--- config.mk ---
export PLATFORM = sky130hd
export DESIGN_NAME = mem_image_loader
export DESIGN_NICKNAME = d
export VERILOG_FILES = /design/src/rtl/mem_image_loader.sv
export SDC_FILE = /design/constraint.sdc
export NUM_CORES = 1
export LEC_CHECK = 0
export CORE_ASPECT_RATIO = 0.75
export CORE_MARGIN = 3
export CORE_UTILIZATION = 57
export DETAILED_ROUTE_END_ITERATION = 10
export PLACE_DENSITY = 0.81
export SYNTH_ARGS = -nofsm -noshare
export SYNTH_HDL_FRONTEND = slang
export SYNTH_SLANG_ARGS = --single-unit
--- constraint.sdc ---
create_clock -name clk -period 4 [get_ports clk]
set_input_delay 0.8 -clock clk [delete_from_list [all_inputs] [get_ports clk]]
set_output_delay 0.8 -clock clk [all_outputs]
set_load 0.01 [all_outputs]
--- src/rtl/mem_image_loader.sv ---
// Framed boot-image loader: streams ADDR/LEN/DATA/CSUM records into memory and
// releases the CPU at boot_pc once verified. Optional macro: LOADER_TIMEOUT_EN.
module mem_image_loader #(
    parameter int DATA_W        = 16,
    parameter int ADDR_W        = 12,
    parameter bit HOLD_AT_RESET = 1'b1,
    parameter int TIMEOUT_CYC   = 1024
) (
    input  logic              clk,
    input  logic              rst,
    input  logic              start,
    input  logic              s_valid,
    output logic              s_ready,
    input  logic [DATA_W-1:0] s_data,
    output logic              mem_we,
    output logic [ADDR_W-1:0] mem_adr,
    output logic [DATA_W-1:0] mem_data,
    output logic              cpu_hold,
    output logic [ADDR_W-1:0] boot_pc,
    output logic              done,
    output logic              err,
    output logic [1:0]        err_code,
    output logic [7:0]        seg_cnt,
    output logic [2:0]        dbg_state
);

    typedef enum logic [2:0] {IDLE, ADDR, LEN, DATA, CSUM, DONE, ERR} state_t;

    // Wide enough to hold base + N without overflow for any stream word.
    localparam int CW = ((DATA_W > ADDR_W) ? DATA_W : ADDR_W) + 2;
    localparam logic [CW-1:0] LIMIT = CW'(1) << ADDR_W;

    state_t              state_q, state_d;
    logic [ADDR_W-1:0]   base_q, base_d;
    logic [ADDR_W:0]     len_q, len_d;
    logic [ADDR_W:0]     off_q, off_d;
    logic [DATA_W-1:0]   sum_q, sum_d;
    logic                we_q, we_d;
    logic [ADDR_W-1:0]   adr_q, adr_d;
    logic [DATA_W-1:0]   wdata_q, wdata_d;
    logic                hold_q, hold_d;
    logic [ADDR_W-1:0]   bootpc_q, bootpc_d;
    logic                done_q, done_d;
    logic                err_q, err_d;
    logic [1:0]          code_q, code_d;
    logic [7:0]          seg_q, seg_d;
    logic                xfer;
    logic                timeout_hit;
    logic [CW-1:0]       end_ext;

    // Handshake: a word moves on a rising edge where s_valid && s_ready; s_ready
    // is a pure function of state and never looks at s_valid.
    assign s_ready = (state_q == ADDR) || (state_q == LEN) ||
                     (state_q == DATA) || (state_q == CSUM);
    assign xfer    = s_valid && s_ready;
    assign end_ext = CW'(base_q) + CW'(s_data);

`ifdef LOADER_TIMEOUT_EN
    localparam int SW = (TIMEOUT_CYC > 1) ? $clog2(TIMEOUT_CYC + 1) : 1;
    logic [SW-1:0] stall_q, stall_d;

    always_comb begin
        stall_d     = '0;
        timeout_hit = 1'b0;
        if (s_ready && !xfer) begin
            if (stall_q == SW'(TIMEOUT_CYC - 1)) timeout_hit = 1'b1;
            else                                  stall_d     = stall_q + 1'b1;
        end
    end

    always_ff @(posedge clk) begin
        if (rst) stall_q <= '0;
        else     stall_q <= stall_d;
    end
`else
    // Constant zero: without the stall counter the loader waits forever.
    assign timeout_hit = (TIMEOUT_CYC < 0);
`endif

    always_comb begin
        state_d  = state_q;
        base_d   = base_q;
        len_d    = len_q;
        off_d    = off_q;
        sum_d    = sum_q;
        we_d     = 1'b0;
        adr_d    = adr_q;
        wdata_d  = wdata_q;
        hold_d   = hold_q;
        bootpc_d = bootpc_q;
        done_d   = done_q;
        err_d    = err_q;
        code_d   = code_q;
        seg_d    = seg_q;
        case (state_q)
            IDLE, DONE, ERR: begin
                if (start) begin
                    state_d = ADDR;
                    hold_d  = 1'b1;
                    done_d  = 1'b0;
                    err_d   = 1'b0;
                    code_d  = 2'd0;
                    seg_d   = 8'd0;
                end
            end
            ADDR: begin
                if (xfer) begin
                    base_d  = ADDR_W'(s_data);
                    state_d = LEN;
                end
            end
            LEN: begin
                if (xfer) begin
                    if (s_data == '0) begin
                        bootpc_d = base_q;
                        done_d   = 1'b1;
                        hold_d   = 1'b0;
                        state_d  = DONE;
                    end else if (end_ext > LIMIT) begin
                        err_d   = 1'b1;
                        code_d  = 2'd2;
                        state_d = ERR;
                    end else begin
                        len_d   = (ADDR_W + 1)'(s_data);
                        off_d   = '0;
                        sum_d   = '0;
                        state_d = DATA;
                    end
                end
            end
            DATA: begin
                if (xfer) begin
                    we_d    = 1'b1;
                    adr_d   = base_q + off_q[ADDR_W-1:0];
                    wdata_d = s_data;
                    sum_d   = sum_q + s_data;
                    off_d   = off_q + 1'b1;
                    if (off_q + 1'b1 == len_q) state_d = CSUM;
                end
            end
            CSUM: begin
                if (xfer) begin
                    if (s_data == sum_q) begin
                        seg_d   = (seg_q == 8'hFF) ? seg_q : seg_q + 8'd1;
                        state_d = ADDR;
                    end else begin
                        err_d   = 1'b1;
                        code_d  = 2'd1;
                        state_d = ERR;
                    end
                end
            end
            default: state_d = IDLE;
        endcase
        if (timeout_hit) begin
            err_d   = 1'b1;
            code_d  = 2'd3;
            state_d = ERR;
        end
    end

    always_ff @(posedge clk) begin
        if (rst) begin
            state_q  <= IDLE;
            base_q   <= '0;
            len_q    <= '0;
            off_q    <= '0;
            sum_q    <= '0;
            we_q     <= 1'b0;
            adr_q    <= '0;
            wdata_q  <= '0;
            hold_q   <= HOLD_AT_RESET;
            bootpc_q <= '0;
            done_q   <= 1'b0;
            err_q    <= 1'b0;
            code_q   <= 2'd0;
            seg_q    <= 8'd0;
        end else begin
            state_q  <= state_d;
            base_q   <= base_d;
            len_q    <= len_d;
            off_q    <= off_d;
            sum_q    <= sum_d;
            we_q     <= we_d;
            adr_q    <= adr_d;
            wdata_q  <= wdata_d;
            hold_q   <= hold_d;
            bootpc_q <= bootpc_d;
            done_q   <= done_d;
            err_q    <= err_d;
            code_q   <= code_d;
            seg_q    <= seg_d;
        end
    end

    assign mem_we    = we_q;
    assign mem_adr   = adr_q;
    assign mem_data  = wdata_q;
    assign cpu_hold  = hold_q;
    assign boot_pc   = bootpc_q;
    assign done      = done_q;
    assign err       = err_q;
    assign err_code  = code_q;
    assign seg_cnt   = seg_q;
    assign dbg_state = state_q;

endmodule

# After elaboration in Yosys (flattened, before gate mapping)
# Cells that the tools add are included.
[op_classes]
mux = 47
n_lt_le_gt_ge = 1
n_bitwise = 3
reduce_logical = 21
n_addsub = 5
n_eq_ne = 22
[op_table]
columns = ["cell", "n"]
rows = [
  ["$mux W16", 4],
  ["$mux W13", 4],
  ["$mux W8", 4],
  ["$pmux W16 S2", 1],
  ["$mux W3", 9],
  ["$pmux W13 S2", 1],
  ["$ne A2 B2 Y1 const B", 9],
  ["$add A12 B16 Y17", 1],
  ["$gt A17 B13 Y1 const B", 1],
  ["$add A16 B16 Y16", 1],
  ["$eq A16 B16 Y1", 1],
  ["$logic_not A16 Y1", 1],
  ["$pmux W8 S2", 1],
  ["$pmux W3 S5", 1],
  ["$add A13 B1 Y13 const B", 1],
  ["$eq A13 B13 Y1", 1],
  ["$add A12 B12 Y12", 1],
  ["$mux W1", 12],
  ["$mux W2", 6],
  ["$reduce_and A5 Y1", 2],
  ["$eq A3 B3 Y1 const B", 3],
  ["$add A8 B1 Y8 const B", 1],
  ["$eq A8 B8 Y1 const B", 1],
  ["$ne A2 B1 Y1 const B", 4],
  ["other kinds (18)", 28],
]
[word_totals]
reg_bits = 111
output_inout_bits = 58
inputBits = 20
wordCells = 113

# Depth between registers and ports, before layout
[depth]
depth_word = 7
mapped_depth = 11
depth_no_buf = 11

# Least setup slack after synthesis
# No wires, ideal clock.
[synth_path]
path_type = "input -> register"
startpoint = "input s_data[6]"
endpoint = "register len_q[10]"
path_slack_ns = 0.629
t_required_ns = 3.868
stages = 10
arrival_ns = 3.239
setup_ns = 0.132
path_buffers = 1
path_cell_list = "ha_1 -> a21o_1 -> a211o_1 -> a311o_1 -> and3_4 -> or4_4 -> a211o_1 -> buf_6 -> nand3_2 -> a21oi_1"
[synth_via]
elab_chain_cells = 4
elab_cells_between_ends = 6
classes_between = "1 x add/sub; 1 x order compare; 2 x bitwise; 2 x reduce/logical"
[synth_rtl]
columns = ["item", "line_no", "source"]
rows = [
  ["start, declared", "14", "input logic [DATA_W-1:0] s_data,"],
  ["$add A12 B16 Y17", "56", "assign end_ext = CW'(base_q) + CW'(s_data);"],
  ["$gt A17 B13 Y1", "119", "end else if (end_ext > LIMIT) begin"],
  ["$not A1 Y1 (no source line)", "n/a", ""],
  ["$reduce_and A4 Y1 (no source line) (*)", "n/a", ""],
  ["end signal, assigned", "181", "len_q <= len_d;"],
  ["end, declared", "35", "logic [ADDR_W:0] len_q, len_d;"],
]
# Mark *: on every way between the ends. The rest lies on a longest branch, timed or not.
# A chain may end at the register's enable or synchronous reset.

# Worst setup path in the final report
[layout_path]
startpoint = "input s_data[0]"
endpoint = "register code_q[0] (netlist: err_code[0])"
[layout_via]
elab_chain_cells = 4
elab_cells_between_ends = 8
classes_between = "1 x add/sub; 1 x order compare; 4 x eq/ne; 2 x reduce/logical"
[layout_rtl]
columns = ["item", "line_no", "source"]
rows = [
  ["$add A12 B16 Y17", "56", ""],
  ["$gt A17 B13 Y1", "119", ""],
  ["$ne A2 B1 Y1 (no source line)", "n/a", ""],
  ["$reduce_and A7 Y1 (no source line) (*)", "n/a", ""],
  ["end signal, assigned", "191", "code_q <= code_d;"],
  ["end, declared", "45", "logic [1:0] code_q, code_d;"],
]
# Marked as above.

==> flow_summary_export.csv <==
group,metric,value,unit
status,status,"finished clean",
yosys,synth-edff-count,0,
timing,max_freq,259.7,MHz
floorplan,row_count,33,
clock_tree,ctsHoldBuffers,0,
finish,layout.nets,972,
clock_tree,numCtsBuffers,9,
timing,maxSlewViolCount,0,
routing,vias_per_cell,6.344,
place,place_inst,1038,
yosys,yosysWarnings,0,
timing,worst_clock_skew,0.01626,ns
clock_tree,clk_path_buf_depth,2,
timing,tightest_slew,0.8508,ns
floorplan,start_util,59.31,%
place,hpwl,14520,µm
floorplan,ios,78,
global_route,met3_usage,4.992,%
finish,syn_to_final_growth,22.07,%
worst_setup_path,worstSetupPathType,"input pin to flop",
yosys,yosysTopAreaCell,"dfxtp_1",
global_route,grt_pass1_vias,6224,
worst_setup_path,crit_path_end_kind,"flop",
global_route,grt_first_pass_wirelength,31260,µm
timing,finalSetupTns,0,ns
global_route,antenna_found_initial,0,
routing,dr.pass1.iters,5,
yosys,async_flop_share,0,%
yosys,synth_area_leaders,"dfxtp_1 (34%), ha_1 (7.6%), a21oi_1 (7.1%)",
floorplan,die_h,99.10,µm
yosys,avgSynthCellArea,8.093,µm²
routing,vias,6687,
finish,drive_above_1_share,9.956,%
routing,drc,0,
clock_tree,path_clk_slew,0.08,ns
routing,postRouteAntennaNets,0,
place,place_congestion,0.9086,
pwr,power_density,389.8,nW/µm²
yosys,synthCells,814,
global_route,grt_usage,30.09,%
clock_tree,cts_tree,"built",
yosys,ys.flop_type,"dfxtp_1",
timing,relSlewSlack,43.28,%
worst_setup_path,path_max_fanout,4,
worst_hold_path,worstHoldPathType,"flop to flop",
worst_setup_path,startpoint_type,"input pin",
routing,wl_per_cell,18.65,µm
global_route,use_met1,43.18,%
pwr,peakVddDrop,0.0002556,V
place,io_buffers,77,
finish,diodes,0,
yosys,seq_area_frac_synth,33.73,%
finish,finalNonFillerCells,1054,
yosys,synth.distinct_cells,74,
routing,wl,19660,µm
floorplan,dieArea,12900,µm²
timing,period_needed,3.850,ns
routing,drt-initial-drc-count,691,
timing,setup_viol,0,
worst_setup_path,crit_arrival,4.07,ns
clock_tree,insertion_delay,0.36,ns
timing,rsz0062_at_grt,"no",
global_route,grt_max_degree,80,
pwr,p_leak,3.095,nW
worst_setup_path,cp_data_required_time,4.22,ns
timing,hold_viol_final,0,
floorplan,die_w,130.1,µm
global_route,busiest_layer,"met2",
clock_tree,cts.htree.levels,3,
global_route,use_met2,47.08,%
floorplan,core-area,11110,µm²
yosys,syn_area,6588,µm²
yosys,synth_top_area_share,33.73,%
timing,fin_crit_sh,96.26,%
finish,final_util,72.40,%
yosys,ys_ff_latch,111,
clock_tree,cts-root-buf,"clkbuf_16",
run,maxCapViolCount,0,
yosys,syn_nets,877,
clock_tree,clkSinkCount,111,
global_route,grt-ovfl-total,0,
==> routing by layer <==
metal | up-vias | wire, µm
met5 | - | 0
met4 | 0 | 334
met3 | 34 | 1502
met2 | 336 | 8965
met1 | 3152 | 8854
li1 | 3165 | -
==> critical path: stages <==
cell and delay (ns):
clkdlybuf4s50_1 0.43, ha_1 0.24, fa_1 0.41, a21oi_1 0.24, o22ai_1 0.18, a21o_1 0.26
a2111oi_2 0.45, or4_4 0.24, nand2_4 0.06, buf_4 0.15, a211oi_1 0.41, o21ai_0 0.17
==> cell type report <==
class | instances | area [µm²]
timing repair buffer | 122 | 1129
clock inverter | 7 | 78.83
multi-input combinational | 647 | 4144
inverter | 18 | 67.56
clock buffer | 9 | 225.2
sequential | 111 | 2222
fill | 840 | 3065
tap | 140 | 175.2
==> what timing repair did <==
item	4_1_cts	5_1_grt
buffers inserted	0	0
resized for setup	0	2
setup endpoints to repair	0	2
==> layout by cell type, fill, tap and decap left out, types with 4 or more instances in the layout <==
cell type,instances
xnor2_1,25
a211oi_1,12
clkbuf_16,9
o21ai_0,34
a21o_1,12
a22o_1,14
a31oi_1,5
nor2_1,51
nand2b_1,7
xor2_1,17
o21a_1,10
a21oi_1,93
mux2i_1,6
nand4_1,5
inv_8,4
nand3_1,31
buf_4,43
a311oi_1,10
or2_2,4
and3_1,7
inv_1,17
nor2b_1,11
dfxtp_1,111
or3_1,10
o21ai_1,14
ha_1,40
a211o_1,8
nor3_1,20
nand3_2,10
nand2_1,116
o211ai_1,5
clkdlybuf4s50_1,76
nor4_1,12
==> report_power, final <==
part	leakage [nW]	switching (mW)	internal, mW
logic	2.05	0.491	0.407
registers	0.896	0.129	1.17
clock network	0.151	0.483	0.452
==> state kept, by name (all words and copies together), names as in the netlist, 3 cells and up <==
register,count
seg_cnt,8
mem_data,16
base_q,12
len_q,13
sum_q,16
boot_pc,12
mem_adr,12
off_q,13
dbg_state,3
==> worst paths after layout <==
kind,startpoint,endpoint,slack [ns],cells after the start
max,s_data[0],err_code[0]$_SDFFE_PP0P_,0.15,12
min,mem_adr[5]$_SDFFE_PP0P_,mem_adr[5]$_SDFFE_PP0P_,0.46,2
max reg2reg,base_q[1]$_SDFFE_PP0P_,sum_q[15]$_SDFFE_PP0P_,0.62,10
min reg2reg,mem_adr[5]$_SDFFE_PP0P_,mem_adr[5]$_SDFFE_PP0P_,0.46,2
==> synthesized netlist by cell type, types with 8 or more instances <==
cell,n
a21oi_1,93
xnor2_1,25
o21ai_0,34
nand2_1,116
ha_1,40
nor4_1,12
nand3_2,10
nor2b_1,11
xor2_1,17
dfxtp_1,111
or3_1,10
nand3_1,31
a211o_1,8
a21o_1,12
a22o_1,14
inv_1,17
a311oi_1,10
nor3_1,20
nor2_1,51
clkbuf_1,27
a211oi_1,13
o21ai_1,14
o21a_1,10
==> through the flow <==
stage / setup WS, ns / area (µm²) / hold slack, ns / power [mW]
global placement: -0.008825 / 7726 / 0.4386 / 2.161
finish: 0.1498 / 8041 / 0.4600 / 3.135
floorplan: 0.6287 / 6588 / 0.4306 / 1.861
CTS: 0.2578 / 8030 / 0.4596 / 3.106
detailed placement: -0.09384 / 7726 / 0.4474 / 2.189
global route: 0.02789 / 8041 / 0.4784 / 3.272
==> kinds of logic (layout without fill, tap and decap cells) <==
group           after synthesis  in the layout  share of synthesized area, %
compound gates              252            252                         24.90
simple gates                303            303                         22.66
buf+inv                      56            156                         3.533
xor+xnor                     42             42                         5.584
flops                       111            111                         33.73
fa+ha+maj                    43             43                         8.509
mux                           7              7                         1.083
Note: power is estimated with default switching activity, not from simulation.
